`src/rtl/load_store_unit_pkg.sv`:
```
// Shared definitions for the load/store unit and the load extension stage.
// Width codes, FSM state encoding, default timeout, width-class helpers.
// No logic of its own.
package load_store_unit_pkg;

    localparam int unsigned TIMEOUT_CYC_DEF = 255;

    // Width codes carried on req_aluOP / load_aluOP
    localparam logic [5:0] OP_BYTE  = 6'd0;
    localparam logic [5:0] OP_HALF  = 6'd1;
    localparam logic [5:0] OP_WORD  = 6'd2;
    localparam logic [5:0] OP_BYTEU = 6'd3;
    localparam logic [5:0] OP_HALFU = 6'd4;

    typedef enum logic [1:0] {
        S_IDLE   = 2'd0,
        S_REQ    = 2'd1,
        S_WAIT_R = 2'd2,
        S_DONE   = 2'd3
    } lsu_state_e;

    function automatic logic op_is_byte(input logic [5:0] op);
        return (op == OP_BYTE) || (op == OP_BYTEU);
    endfunction

    function automatic logic op_is_half(input logic [5:0] op);
        return (op == OP_HALF) || (op == OP_HALFU);
    endfunction

endpackage

```
`src/rtl/load_store_unit_if.sv`:
```
// Core request / memory / load-result bundle of the load/store unit.
// No latency (wires only).
// Backpressure via req_ready (core side) and mem_gnt (memory side).
// slave : load_store_unit view; master : core + memory (testbench) view.
interface load_store_unit_if;
    logic        req_valid;
    logic        req_ready;
    logic        req_store;
    logic [5:0]  req_aluOP;
    logic [31:0] req_addr;
    logic [31:0] req_wdata;
    logic        mem_req;
    logic        mem_we;
    logic [31:0] mem_addr;
    logic [3:0]  mem_wstrb;
    logic [31:0] mem_wdata;
    logic        mem_gnt;
    logic        mem_rvalid;
    logic [31:0] mem_rdata;
    logic [31:0] load;
    logic [5:0]  load_aluOP;
    logic        load_valid;
    logic        st_done;
    logic        err_misalign;
    logic        err_timeout;

    modport slave (
        input  req_valid, req_store, req_aluOP, req_addr, req_wdata,
               mem_gnt, mem_rvalid, mem_rdata,
        output req_ready, mem_req, mem_we, mem_addr, mem_wstrb, mem_wdata,
               load, load_aluOP, load_valid, st_done, err_misalign, err_timeout
    );

    modport master (
        output req_valid, req_store, req_aluOP, req_addr, req_wdata,
               mem_gnt, mem_rvalid, mem_rdata,
        input  req_ready, mem_req, mem_we, mem_addr, mem_wstrb, mem_wdata,
               load, load_aluOP, load_valid, st_done, err_misalign, err_timeout
    );
endinterface

```
`src/rtl/lsu_lane_align.sv`:
```
// Byte-lane alignment: store strobes/replicated data, misalign check, load lane extract.
// Latency: combinational.
// Backpressure: none.
// Ports: i_st_op/i_st_off/i_wdata -> o_misalign/o_wstrb/o_wdata (request side);
//        i_ld_op/i_ld_off/i_rdata -> o_rdata (read word shifted down, masked to width).
module lsu_lane_align
    import load_store_unit_pkg::*;
(
    input  logic [5:0]  i_st_op,
    input  logic [1:0]  i_st_off,
    input  logic [31:0] i_wdata,
    output logic        o_misalign,
    output logic [3:0]  o_wstrb,
    output logic [31:0] o_wdata,
    input  logic [5:0]  i_ld_op,
    input  logic [1:0]  i_ld_off,
    input  logic [31:0] i_rdata,
    output logic [31:0] o_rdata
);
    logic [31:0] w_shifted;

    always_comb begin
        o_misalign = 1'b0;
        o_wstrb    = 4'b0000;
        o_wdata    = i_wdata;
        if (op_is_byte(i_st_op)) begin
            o_wstrb = 4'b0001 << i_st_off;
            o_wdata = {4{i_wdata[7:0]}};
        end else if (op_is_half(i_st_op)) begin
            o_misalign = i_st_off[0];
            o_wstrb    = 4'b0011 << i_st_off;
            o_wdata    = {2{i_wdata[15:0]}};
        end else if (i_st_op == OP_WORD) begin
            o_misalign = |i_st_off;
            o_wstrb    = 4'b1111;
        end else begin
            // Undefined width codes are rejected like misaligned accesses
            o_misalign = 1'b1;
        end
    end

    assign w_shifted = i_rdata >> {i_ld_off, 3'b000};

    always_comb begin
        o_rdata = w_shifted;
        if (op_is_byte(i_ld_op)) begin
            o_rdata = {24'h0, w_shifted[7:0]};
        end else if (op_is_half(i_ld_op)) begin
            o_rdata = {16'h0, w_shifted[15:0]};
        end
    end
endmodule

```
`src/rtl/load_store_unit.sv`:
```
// Load/store unit: one outstanding access, request latch, grant/rvalid timeout.
// Latency: store 2 cycles accept->st_done, load 3 cycles accept->load_valid (best case).
// Backpressure: req_ready only in IDLE; mem_req held until mem_gnt or timeout.
// Ports: clk, rst_n (async active-low), bus (load_store_unit_if.slave).
module load_store_unit
    import load_store_unit_pkg::*;
#(
    parameter int unsigned TIMEOUT_CYC = TIMEOUT_CYC_DEF
)
(
    input  logic              clk,
    input  logic              rst_n,
    load_store_unit_if.slave  bus
);
    localparam int unsigned CNT_W = $clog2(TIMEOUT_CYC + 1);

    lsu_state_e       r_state;
    lsu_state_e       w_state_nxt;
    logic             r_store;
    logic [5:0]       r_op;
    logic [29:0]      r_word_addr;
    logic [1:0]       r_off;
    logic [3:0]       r_wstrb;
    logic [31:0]      r_wdata;
    logic [CNT_W-1:0] r_cnt;
    logic [31:0]      r_load;
    logic [5:0]       r_load_op;
    logic             r_err_misalign;
    logic             r_err_timeout;

    logic             w_al_misalign;
    logic [3:0]       w_al_wstrb;
    logic [31:0]      w_al_wdata;
    logic [31:0]      w_al_rdata;
    logic             w_accept;
    logic             w_misalign;
    logic             w_cnt_clr;
    logic             w_cnt_inc;
    logic             w_capture;
    logic             w_timeout;
    logic             w_cnt_last;

    lsu_lane_align u_align (
        .i_st_op    (bus.req_aluOP),
        .i_st_off   (bus.req_addr[1:0]),
        .i_wdata    (bus.req_wdata),
        .o_misalign (w_al_misalign),
        .o_wstrb    (w_al_wstrb),
        .o_wdata    (w_al_wdata),
        .i_ld_op    (r_op),
        .i_ld_off   (r_off),
        .i_rdata    (bus.mem_rdata),
        .o_rdata    (w_al_rdata)
    );

    // Last stalled cycle before giving up on the memory
    assign w_cnt_last = (r_cnt == CNT_W'(TIMEOUT_CYC - 1));

    always_ff @(posedge clk or negedge rst_n) begin
        if (!rst_n) begin
            r_state <= S_IDLE;
        end else begin
            r_state <= w_state_nxt;
        end
    end

    always_comb begin
        w_state_nxt = r_state;
        w_accept    = 1'b0;
        w_misalign  = 1'b0;
        w_cnt_clr   = 1'b0;
        w_cnt_inc   = 1'b0;
        w_capture   = 1'b0;
        w_timeout   = 1'b0;
        case (r_state)
            S_IDLE: begin
                if (bus.req_valid) begin
                    if (w_al_misalign) begin
                        w_misalign = 1'b1;
                    end else begin
                        w_accept    = 1'b1;
                        w_cnt_clr   = 1'b1;
                        w_state_nxt = S_REQ;
                    end
                end
            end
            S_REQ: begin
                if (bus.mem_gnt) begin
                    if (r_store) begin
                        w_state_nxt = S_DONE;
                    end else if (bus.mem_rvalid) begin
                        // Grant and data in the same cycle: skip WAIT_R
                        w_capture   = 1'b1;
                        w_state_nxt = S_DONE;
                    end else begin
                        w_cnt_clr   = 1'b1;
                        w_state_nxt = S_WAIT_R;
                    end
                end else if (w_cnt_last) begin
                    w_timeout   = 1'b1;
                    w_state_nxt = S_IDLE;
                end else begin
                    w_cnt_inc = 1'b1;
                end
            end
            S_WAIT_R: begin
                if (bus.mem_rvalid) begin
                    w_capture   = 1'b1;
                    w_state_nxt = S_DONE;
                end else if (w_cnt_last) begin
                    w_timeout   = 1'b1;
                    w_state_nxt = S_IDLE;
                end else begin
                    w_cnt_inc = 1'b1;
                end
            end
            S_DONE: begin
                w_state_nxt = S_IDLE;
            end
            default: begin
                w_state_nxt = S_IDLE;
            end
        endcase
    end

    always_ff @(posedge clk or negedge rst_n) begin
        if (!rst_n) begin
            r_store        <= 1'b0;
            r_op           <= 6'd0;
            r_word_addr    <= 30'd0;
            r_off          <= 2'd0;
            r_wstrb        <= 4'd0;
            r_wdata        <= 32'd0;
            r_cnt          <= '0;
            r_load         <= 32'd0;
            r_load_op      <= 6'd0;
            r_err_misalign <= 1'b0;
            r_err_timeout  <= 1'b0;
        end else begin
            if (w_accept) begin
                r_store     <= bus.req_store;
                r_op        <= bus.req_aluOP;
                r_word_addr <= bus.req_addr[31:2];
                r_off       <= bus.req_addr[1:0];
                r_wstrb     <= bus.req_store ? w_al_wstrb : 4'd0;
                r_wdata     <= w_al_wdata;
            end
            if (w_cnt_clr) begin
                r_cnt <= '0;
            end else if (w_cnt_inc) begin
                r_cnt <= r_cnt + CNT_W'(1);
            end
            // load/load_aluOP only move when a load completes
            if (w_capture) begin
                r_load    <= w_al_rdata;
                r_load_op <= r_op;
            end
            r_err_misalign <= w_misalign;
            r_err_timeout  <= w_timeout;
        end
    end

    assign bus.req_ready    = (r_state == S_IDLE);
    assign bus.mem_req      = (r_state == S_REQ);
    assign bus.mem_we       = (r_state == S_REQ) & r_store;
    assign bus.mem_addr     = {r_word_addr, 2'b00};
    assign bus.mem_wstrb    = r_wstrb;
    assign bus.mem_wdata    = r_wdata;
    assign bus.load         = r_load;
    assign bus.load_aluOP   = r_load_op;
    assign bus.load_valid   = (r_state == S_DONE) & ~r_store;
    assign bus.st_done      = (r_state == S_DONE) & r_store;
    assign bus.err_misalign = r_err_misalign;
    assign bus.err_timeout  = r_err_timeout;
endmodule

```
`src/flat_wrapper.sv`:
```
// flat-port wrapper written by rule: the top's interface ports become plain ports
module load_store_unit_flat import load_store_unit_pkg::*;
#(
    parameter int unsigned TIMEOUT_CYC = TIMEOUT_CYC_DEF
)
  (clk, rst_n, bus_req_valid, bus_req_store, bus_req_aluOP, bus_req_addr, bus_req_wdata, bus_mem_gnt, bus_mem_rvalid, bus_mem_rdata, bus_req_ready, bus_mem_req, bus_mem_we, bus_mem_addr, bus_mem_wstrb, bus_mem_wdata, bus_load, bus_load_aluOP, bus_load_valid, bus_st_done, bus_err_misalign, bus_err_timeout);
  load_store_unit_if bus_i ();
  input  logic clk;
  input  logic rst_n;
  input wire logic [$bits(bus_i.req_valid)-1:0] bus_req_valid;
  input wire logic [$bits(bus_i.req_store)-1:0] bus_req_store;
  input wire logic [$bits(bus_i.req_aluOP)-1:0] bus_req_aluOP;
  input wire logic [$bits(bus_i.req_addr)-1:0] bus_req_addr;
  input wire logic [$bits(bus_i.req_wdata)-1:0] bus_req_wdata;
  input wire logic [$bits(bus_i.mem_gnt)-1:0] bus_mem_gnt;
  input wire logic [$bits(bus_i.mem_rvalid)-1:0] bus_mem_rvalid;
  input wire logic [$bits(bus_i.mem_rdata)-1:0] bus_mem_rdata;
  output wire logic [$bits(bus_i.req_ready)-1:0] bus_req_ready;
  output wire logic [$bits(bus_i.mem_req)-1:0] bus_mem_req;
  output wire logic [$bits(bus_i.mem_we)-1:0] bus_mem_we;
  output wire logic [$bits(bus_i.mem_addr)-1:0] bus_mem_addr;
  output wire logic [$bits(bus_i.mem_wstrb)-1:0] bus_mem_wstrb;
  output wire logic [$bits(bus_i.mem_wdata)-1:0] bus_mem_wdata;
  output wire logic [$bits(bus_i.load)-1:0] bus_load;
  output wire logic [$bits(bus_i.load_aluOP)-1:0] bus_load_aluOP;
  output wire logic [$bits(bus_i.load_valid)-1:0] bus_load_valid;
  output wire logic [$bits(bus_i.st_done)-1:0] bus_st_done;
  output wire logic [$bits(bus_i.err_misalign)-1:0] bus_err_misalign;
  output wire logic [$bits(bus_i.err_timeout)-1:0] bus_err_timeout;
  assign bus_i.req_valid = bus_req_valid;
  assign bus_i.req_store = bus_req_store;
  assign bus_i.req_aluOP = bus_req_aluOP;
  assign bus_i.req_addr = bus_req_addr;
  assign bus_i.req_wdata = bus_req_wdata;
  assign bus_i.mem_gnt = bus_mem_gnt;
  assign bus_i.mem_rvalid = bus_mem_rvalid;
  assign bus_i.mem_rdata = bus_mem_rdata;
  assign bus_req_ready = bus_i.req_ready;
  assign bus_mem_req = bus_i.mem_req;
  assign bus_mem_we = bus_i.mem_we;
  assign bus_mem_addr = bus_i.mem_addr;
  assign bus_mem_wstrb = bus_i.mem_wstrb;
  assign bus_mem_wdata = bus_i.mem_wdata;
  assign bus_load = bus_i.load;
  assign bus_load_aluOP = bus_i.load_aluOP;
  assign bus_load_valid = bus_i.load_valid;
  assign bus_st_done = bus_i.st_done;
  assign bus_err_misalign = bus_i.err_misalign;
  assign bus_err_timeout = bus_i.err_timeout;
  load_store_unit #(.TIMEOUT_CYC(TIMEOUT_CYC)) u_core (.clk(clk), .rst_n(rst_n), .bus(bus_i));
endmodule
```
`config.mk`:
```
export PLATFORM = sky130hd
export DESIGN_NAME = load_store_unit_flat
export DESIGN_NICKNAME = d
export VERILOG_FILES = /design/src/rtl/load_store_unit_pkg.sv /design/src/rtl/load_store_unit_if.sv /design/src/rtl/lsu_lane_align.sv /design/src/rtl/load_store_unit.sv /design/src/flat_wrapper.sv
export SDC_FILE = /design/constraint.sdc
export NUM_CORES = 1
export LEC_CHECK = 0
export ABC_CLOCK_PERIOD_IN_PS = 3950
export CAP_MARGIN = 20
export CORE_AREA = 2 2 103 125
export CTS_BUF_LIST = sky130_fd_sc_hd__clkbuf_2 sky130_fd_sc_hd__clkbuf_4 sky130_fd_sc_hd__clkbuf_8
export CTS_CLUSTER_DIAMETER = 200
export CTS_CLUSTER_SIZE = 16
export DETAILED_ROUTE_END_ITERATION = 10
export DIE_AREA = 0 0 105 127
export HOLD_SLACK_MARGIN = 0.12
export PLACE_DENSITY = 0.95
export SLEW_MARGIN = 20
export SYNTH_ARGS = -nofsm -noshare
export SYNTH_HDL_FRONTEND = slang
export SYNTH_SLANG_ARGS = --single-unit
```
`constraint.sdc`:
```
create_clock -name clk -period 3.95 [get_ports clk]
set_clock_uncertainty 0.05 [all_clocks]
set_input_delay 0.5925 -clock clk [delete_from_list [all_inputs] [get_ports clk]]
set_output_delay 0.5925 -clock clk [all_outputs]
set_load 0.03 [all_outputs]
```
==> run summary, run 1 <==
Status: complete, no violations
Antenna Cells: 0
Synthesis Warnings: 0
Syn Inst Count: 510
Post-synth top area share: 53.5%
Synthesized area per cell: 11.5 um^2
Int Pwr: 3.85 mW
Worst r2r src: u_core.r_state[1]
Largest net degree at the start of global routing: 81
WL per Instance: 18.3 um
Die height: 127 um
Comb pwr share: 46.8%
Row Count: 44
Num ports: 221
Initial Utilization: 48.7%
CTS H-tree depth: 4
Worst Path Arrival: 2.13 ns
Reg power frac: 33.0%
Global placement routability congestion: 0.876
Final count of pins violating max slew: 0
Gr ovfl total: 0
Die Wd: 105 um
Fin crit period: 2.77 ns
Synth top area cells: dfrtp_1 (53%), mux2_1 (7.9%), mux2i_1 (5.6%)
Worst R2R End: u_core.bus.load[8]
Tcrit/Tclk final: 70.2%
Seq/Total Area, Yosys: 53.5%
Primary FF master, synth: dfrtp_1
Detailed Routing Iterations Pass 1: 6
Port buffer count: 218
Antenna-violating nets left: 0
Clock Tree Buf Depth: 2
Max rail drop VDD: 446 uV
RSZ-0062 raised after global routing: no
Switching share of power: 39.2%
Clk network pwr share: 20.3%
Crit start category: flop
Max-cap violations: 0
CP required: 3.31 ns
Share of post-route cells with drive strength above 1: 8.56%
Reg2reg path depth: 7
Sw Pwr: 2.49 mW
Synthesized area: 0.00585 mm^2
Synth top cells by count: dfrtp_1 (125), nand2_1 (65), mux2_1 (41)
Core area: 0.0120 mm^2
HPWL after DPL: 12600 um
Via/cell ratio: 5.49
Critical Path Fanout Max: 9
Most numerous cell in the Yosys netlist: dfrtp_1
#FFs+latches synth: 125
HP Class: input port to asynchronous set/reset pin
Number of global-route vias before repair: 5116
Root buf cell: clkbuf_8
Die area: 0.0133 mm^2
Total Wirelength: 16400 um
Post-synth ARST share: 100%
Area grow syn2layout: 47.2%
Nets: 841
Netlist cell types: 51
Leak: 3.86 nW
Worst R2R Setup Slack: 1.44 ns
Setup Fix Bufs, Post-CTS: 0
CTS clk-pin slew, worst paths: 0.07 ns
Final Hold Viols: 0
Setup crit end kind: primary output
# DRC: 0
Fillcell total: 809
Multi-input gate area: 0.00253 mm^2
DR iter-0 viols: 265
Post-CTS sizing: 0
Total CTS buffers: 17
Register area: 0.00313 mm^2
Antenna violations before repair: 0
Dominant cell type by area after synthesis: dfrtp_1
GRT Overall Usage: 24.9%
Fmax: 361 MHz
Pwr dens: 737 mW/mm^2
Vias: 4922
Later-pin clock latency in the skew report: 0.41 ns
Global-route wire length before repair: 26100 um
# hold bufs at CTS: 0
Final Util: 71.7%
Setup violators final: 0
Post-synth EDFFs: 0
Slew margin rel.: 31.0%
Setup Total Neg Slack: 0 ns
Sink Count: 125
Worst setup path category: flop to primary output
Worst Tran Pin Value: 1.03 ns
CTS tree: done
[layout make-up]
type	instances	area share [%]
sequential	125	36.3
multi-input combinational	348	29.4
timing repair buffer	225	26.2
clock buffer	21	3.21
tap	161	2.34
clock inverter	11	2.20
inverter	6	0.262
[metrics by stage]
step / total power [mW] / hold slack [ns] / setup slack (ns) / std cells / cell area [um^2]
2_1_floorplan: 3.74 / 0.247 / 1.77 / 511 / 5850
5_1_grt: 6.63 / 0.339 / 1.03 / 897 / 8610
6_report: 6.34 / 0.291 / 1.18 / 897 / 8610
3_3_place_gp: 4.96 / 0.409 / 0.970 / 865 / 8140
3_5_place_dp: 5.08 / 0.416 / 0.857 / 865 / 8140
4_1_cts: 6.38 / 0.304 / 1.13 / 897 / 8610
[critical path: stages, from the launching register on]
cell	delay [ns]
dfrtp_1	0.43
inv_1	0.13
ha_1	0.32
and2_1	0.16
clkdlybuf4s50_1	0.67
[registers in the layout (all words and copies together) (netlist names)]
register and flops:
u_core.bus.load 32, u_core.bus.mem_wstrb 4, u_core.r_off 2, u_core.r_state 2
u_core.r_word_addr 30, u_core.r_op 6, u_core.bus.load_aluOP 6, u_core.bus.mem_wdata 32
u_core.r_cnt 8, u_core.bus.err_misalign 1, u_core.r_store 1, u_core.bus.err_timeout 1
[logic make-up after synthesis]
kind of cell	synth area share [%]
compound gates	12.8
xor+xnor	1.35
fa+ha+maj	2.48
buf+inv	3.40
flops	53.5
mux	16.2
other cells	0.0641
simple gates	10.1
[cells in the final DEF (no fill, tap or decap), types with 2 or more instances in the layout]
cell             count
a211oi_1             9
a21o_1               9
a21oi_1             14
a22o_1              18
a311oi_1             7
and2_1               5
buf_12               2
buf_4                6
bufinv_16            5
clkbuf_4             2
clkbuf_8            19
clkdlybuf4s50_1    217
clkinv_2             3
clkinvlp_4           2
conb_1               2
dfrtp_1            125
ha_1                10
inv_1                6
maj3_1               2
mux2_1              41
mux2_2              14
mux2i_1             33
nand2_1             65
nand3b_1             2
nor2_1              23
nor2b_1             12
nor3_1               4
nor4_1               2
o211ai_1             3
o21ai_0             17
o21ai_1             24
or3_1                3
xnor2_1              7
xor2_1               2
[power by group through the flow]
stage / logic [mW] / clock network [mW] / registers [mW]
floorplan: 0.864 / 0 / 2.87
global placement: 2.88 / 0 / 2.08
detailed placement: 2.97 / 0 / 2.11
global route: 3.12 / 1.37 / 2.14
finish: 2.96 / 1.28 / 2.09
CTS: 2.98 / 1.31 / 2.09
[worst max path at each step]
stage | end | cells after the start | slack [ns] | startpoint
2_1_floorplan | u_core.bus.mem_wdata[30] | 8 | 1.77 | bus_req_aluOP[5]
3_3_place_gp | u_core.bus.mem_wdata[2] | 8 | 0.97 | bus_req_addr[0]
3_5_place_dp | u_core.bus.mem_wdata[5] | 8 | 0.86 | bus_req_addr[0]
4_1_cts | bus_mem_we | 4 | 1.13 | u_core.r_state[1]
5_1_grt | bus_mem_we | 4 | 1.03 | u_core.r_state[1]
6_report | bus_mem_we | 4 | 1.18 | u_core.r_state[1]
[metal layers]
metal	up-vias	track usage, %	wire [um]
li1	2232	-	-
met1	2411	28.3	6240
met2	244	44.1	8580
met3	35	7.30	1210
met4	0	9.65	396
met5	-	0	0
Power figures use the tool's default switching activity.
==> inputs of run 2 (changes only) <==
--- a/config.mk
+++ b/config.mk
@@ -5,16 +5,16 @@
 export SDC_FILE = /design/constraint.sdc
 export NUM_CORES = 1
 export LEC_CHECK = 0
-export ABC_CLOCK_PERIOD_IN_PS = 3950
+export ABC_CLOCK_PERIOD_IN_PS = 2500
 export CAP_MARGIN = 20
-export CORE_AREA = 2 2 103 125
+export CORE_AREA = 2 2 113 136
 export CTS_BUF_LIST = sky130_fd_sc_hd__clkbuf_2 sky130_fd_sc_hd__clkbuf_4 sky130_fd_sc_hd__clkbuf_8
 export CTS_CLUSTER_DIAMETER = 200
 export CTS_CLUSTER_SIZE = 16
 export DETAILED_ROUTE_END_ITERATION = 10
-export DIE_AREA = 0 0 105 127
+export DIE_AREA = 0 0 115 138
 export HOLD_SLACK_MARGIN = 0.12
-export PLACE_DENSITY = 0.95
+export PLACE_DENSITY = 0.85
 export SLEW_MARGIN = 20
 export SYNTH_ARGS = -nofsm -noshare
 export SYNTH_HDL_FRONTEND = slang
==> constraint.sdc (replaced) <==
create_clock -name clk -period 2.5 [get_ports clk]
set_clock_uncertainty 0.05 [all_clocks]
set_input_delay 0.375 -clock clk [delete_from_list [all_inputs] [get_ports clk]]
set_output_delay 0.375 -clock clk [all_outputs]
set_load 0.03 [all_outputs]
==> run 2 against run 1 <==
Net effect:
- clock power is 43% higher
- critical endpoint is now bus_req_ready
- routed wire length decreased by 5.1%
- global-route usage down 4.7 points
- core utilization fell by 12 points
- total power increased by 54%
- sequential power grew 55%
- cell count is 3.5% higher
- flip-flop and latch count unchanged
- hold slack improved by 0.14 ns
- via count decreased by 4.2%
- critical path type unchanged
- sequential share of layout area decreased by 0.58 points
==> run summary, run 2 (synthesis results as in run 1) <==
Status: complete, no violations (unchanged)
Antenna-violating nets left: 0 (unchanged)
CP max-delay cell: clkdlybuf4s50_1 (unchanged)
Detailed Routing Iterations Pass 1: 4 (was 6)
DR iter-0 viols: 352 (was 265)
Leak: 3.95 nW (was 3.86 nW)
Worst r2r src: u_core.r_state[1] (unchanged)
Later-pin clock latency in the skew report: 0.43 ns (was 0.41 ns)
Total Wirelength: 15600 um (was 16400 um)
Fin crit period: 2.37 ns
Placed Cells: 896 (was 865)
Worst R2R Setup Slack: 0.24 ns (was 1.44 ns)
Core area: 0.0147 mm^2 (was 0.0120 mm^2)
Antenna violations before repair: 0 (unchanged)
Worst R2R End: u_core.bus.load[9] (was u_core.bus.load[8])
Sink Count: 125 (unchanged)
Pwr dens: 1120 mW/mm^2 (was 737 mW/mm^2)
CP Cell Sequence: inv_1, ha_1, clkdlybuf4s50_1 (was inv_1, ha_1, and2_1, clkdlybuf4s50_1)
Num ports: 221 (unchanged)
Most common cell after layout, fill and taps aside: clkdlybuf4s50_1 (unchanged)
Reg2reg path depth: 7 (unchanged)
Area grow syn2layout: 49.6% (was 47.2%)
Die area: 0.0159 mm^2 (was 0.0133 mm^2)
Number of global-route vias before repair: 4936 (was 5116)
Worst Path Arrival: 1.95 ns (was 2.13 ns)
Die height: 138 um (was 127 um)
Gr ovfl total: 0 (unchanged)
Largest net degree at the start of global routing: 57 (was 81)
Worst setup path category: flop to primary output (unchanged)
Tcrit/Tclk final: 94.8%
Antenna Cells: 0 (unchanged)
CTS clk-pin slew, worst paths: 0.07 ns (about the same)
Final Util: 59.4% (was 71.7%)
WL per Instance: 16.8 um (was 18.3 um)
Crit start category: flop (unchanged)
Critical Path Fanout Max: 6 (was 9)
Slew margin rel.: 35.6% (was 31.0%)
Setup violators final: 0 (unchanged)
Final Hold Viols: 0 (unchanged)
Global placement routability congestion: 0.822 (was 0.876)
Vias: 4714 (was 4922)
Max rail drop VDD: 586 uV (was 446 uV)
HPWL after DPL: 11700 um (was 12600 um)
CTS H-tree depth: 4 (unchanged)
Global-route wire length before repair: 25100 um (was 26100 um)
RSZ-0062 raised after global routing: no (unchanged)
Fin cells: 928 (was 897)
Hold Crit Start: u_core.bus.mem_wdata[31]
Share of post-route cells with drive strength above 1: 10.1% (was 8.56%)
Root buf cell: clkbuf_8 (unchanged)
CP required: 2.08 ns (was 3.31 ns)
Setup Total Neg Slack: 0 ns (unchanged)
Port buffer count: 218 (unchanged)
Die Wd: 115 um (was 105 um)
Nets: 856 (was 841)
Hold path cells: 1
CP max stage delay: 0.71 ns (was 0.67 ns)
Setup Fix Bufs, Post-CTS: 0 (unchanged)
Final count of pins violating max slew: 0 (unchanged)
Commonest cells after routing, fill and taps aside: clkdlybuf4s50_1 (215), dfrtp_1 (125), nand2_1 (65) (was clkdlybuf4s50_1 (217), dfrtp_1 (125), nand2_1 (65))
CTS tree: done (unchanged)
Worst Tran Pin Value: 0.958 ns (was 1.03 ns)
Row Count: 49 (was 44)
Setup crit end kind: primary output (unchanged)
Max-cap violations: 0 (unchanged)
# DRC: 0 (unchanged)
Total CTS buffers: 17 (unchanged)
WHS Endpoint: u_core.bus.mem_wdata[31]
GRT Overall Usage: 20.2% (was 24.9%)
Fmax: 422 MHz
Via/cell ratio: 5.08 (was 5.49)
Clock Tree Buf Depth: 2 (unchanged)
HP Class: flop to flop (was input port to asynchronous set/reset pin)
Initial Utilization: 39.7% (was 48.7%)
[run 2: changes by cell type in the layout (fill, tap and decap cells not counted), sizes merged]
cell / before / now
clkinv: 4 / 3
clkinvlp: 2 / 0
dlymetal6s2s: 0 / 1
dlygate4sd2: 0 / 1
buf: 8 / 22
bufinv: 5 / 2
clkdlybuf4s50: 217 / 215
dlygate4sd3: 0 / 1
clkbuf: 21 / 26
[run 2: power breakdown]
group	internal, mW	switching, mW	leakage [nW]
logic	2.09	2.63	2.07
clock network	1.07	0.755	0.219
registers	2.77	0.459	1.66
total	5.94	3.84	3.95
[run 2: cell type report]
class	count	area (um^2)
clock buffer	26	339
timing repair buffer	240	2420
sequential	125	3130
inverter	6	22.5
multi-input combinational	348	2530
clock inverter	5	78.8
tap	178	223
fill	1248	5970
[run 2: routing by layer]
| metal | track usage (%) | routed length (um) | up-vias |
|---|---|---|---|
| met2 | 34.9 | 7870 | 164 |
| met3 | 5.79 | 1050 | 31 |
| met1 | 23.1 | 6240 | 2265 |
| met5 | 0 | 0 | - |
| li1 | - | - | 2254 |
| met4 | 8.56 | 424 | 0 |
[run 2: what timing repair did]
item / 4_1_cts / 5_1_grt
endpoints found under the setup margin: 1 / 1
resized for setup: 1 / 1
endpoints found under the hold margin: 42 / 0
hold buffers: 1 / 0
gates cloned: 0 / 0
[run 2: stage by stage]
stage	hold slack [ns]	setup slack (ns)	instance area, um^2	total power [mW]
after floorplan	0.0294	0.344	5850	5.91
after global placement	0.381	0.0573	8320	7.92
after detailed placement	0.384	0.00227	8320	8.02
after CTS	0.435	0.0443	8740	9.88
after global routing	0.450	0.0337	8750	10.3
final	0.431	0.130	8750	9.78
[run 2: how the worst max path moves through the flow]
stage	endpoint	start	depth (start not counted)
after global placement	u_core.r_word_addr[14]	bus_req_addr[1]	8
after floorplan	u_core.bus.load[24]	u_core.r_state[1]	7
after CTS	bus_mem_req	u_core.r_state[1]	3
after global routing	bus_req_ready	u_core.r_state[0]	3
final	bus_req_ready	u_core.r_state[0]	3
after detailed placement	u_core.bus.mem_wdata[7]	bus_req_aluOP[1]	6
[run 2: critical path: cells and delay by family, from the launching register on]
kind                       cells  cell delay [ns]
buffers and inverters          2             0.81
DFF                            1             0.44
adders and majority gates      1             0.26
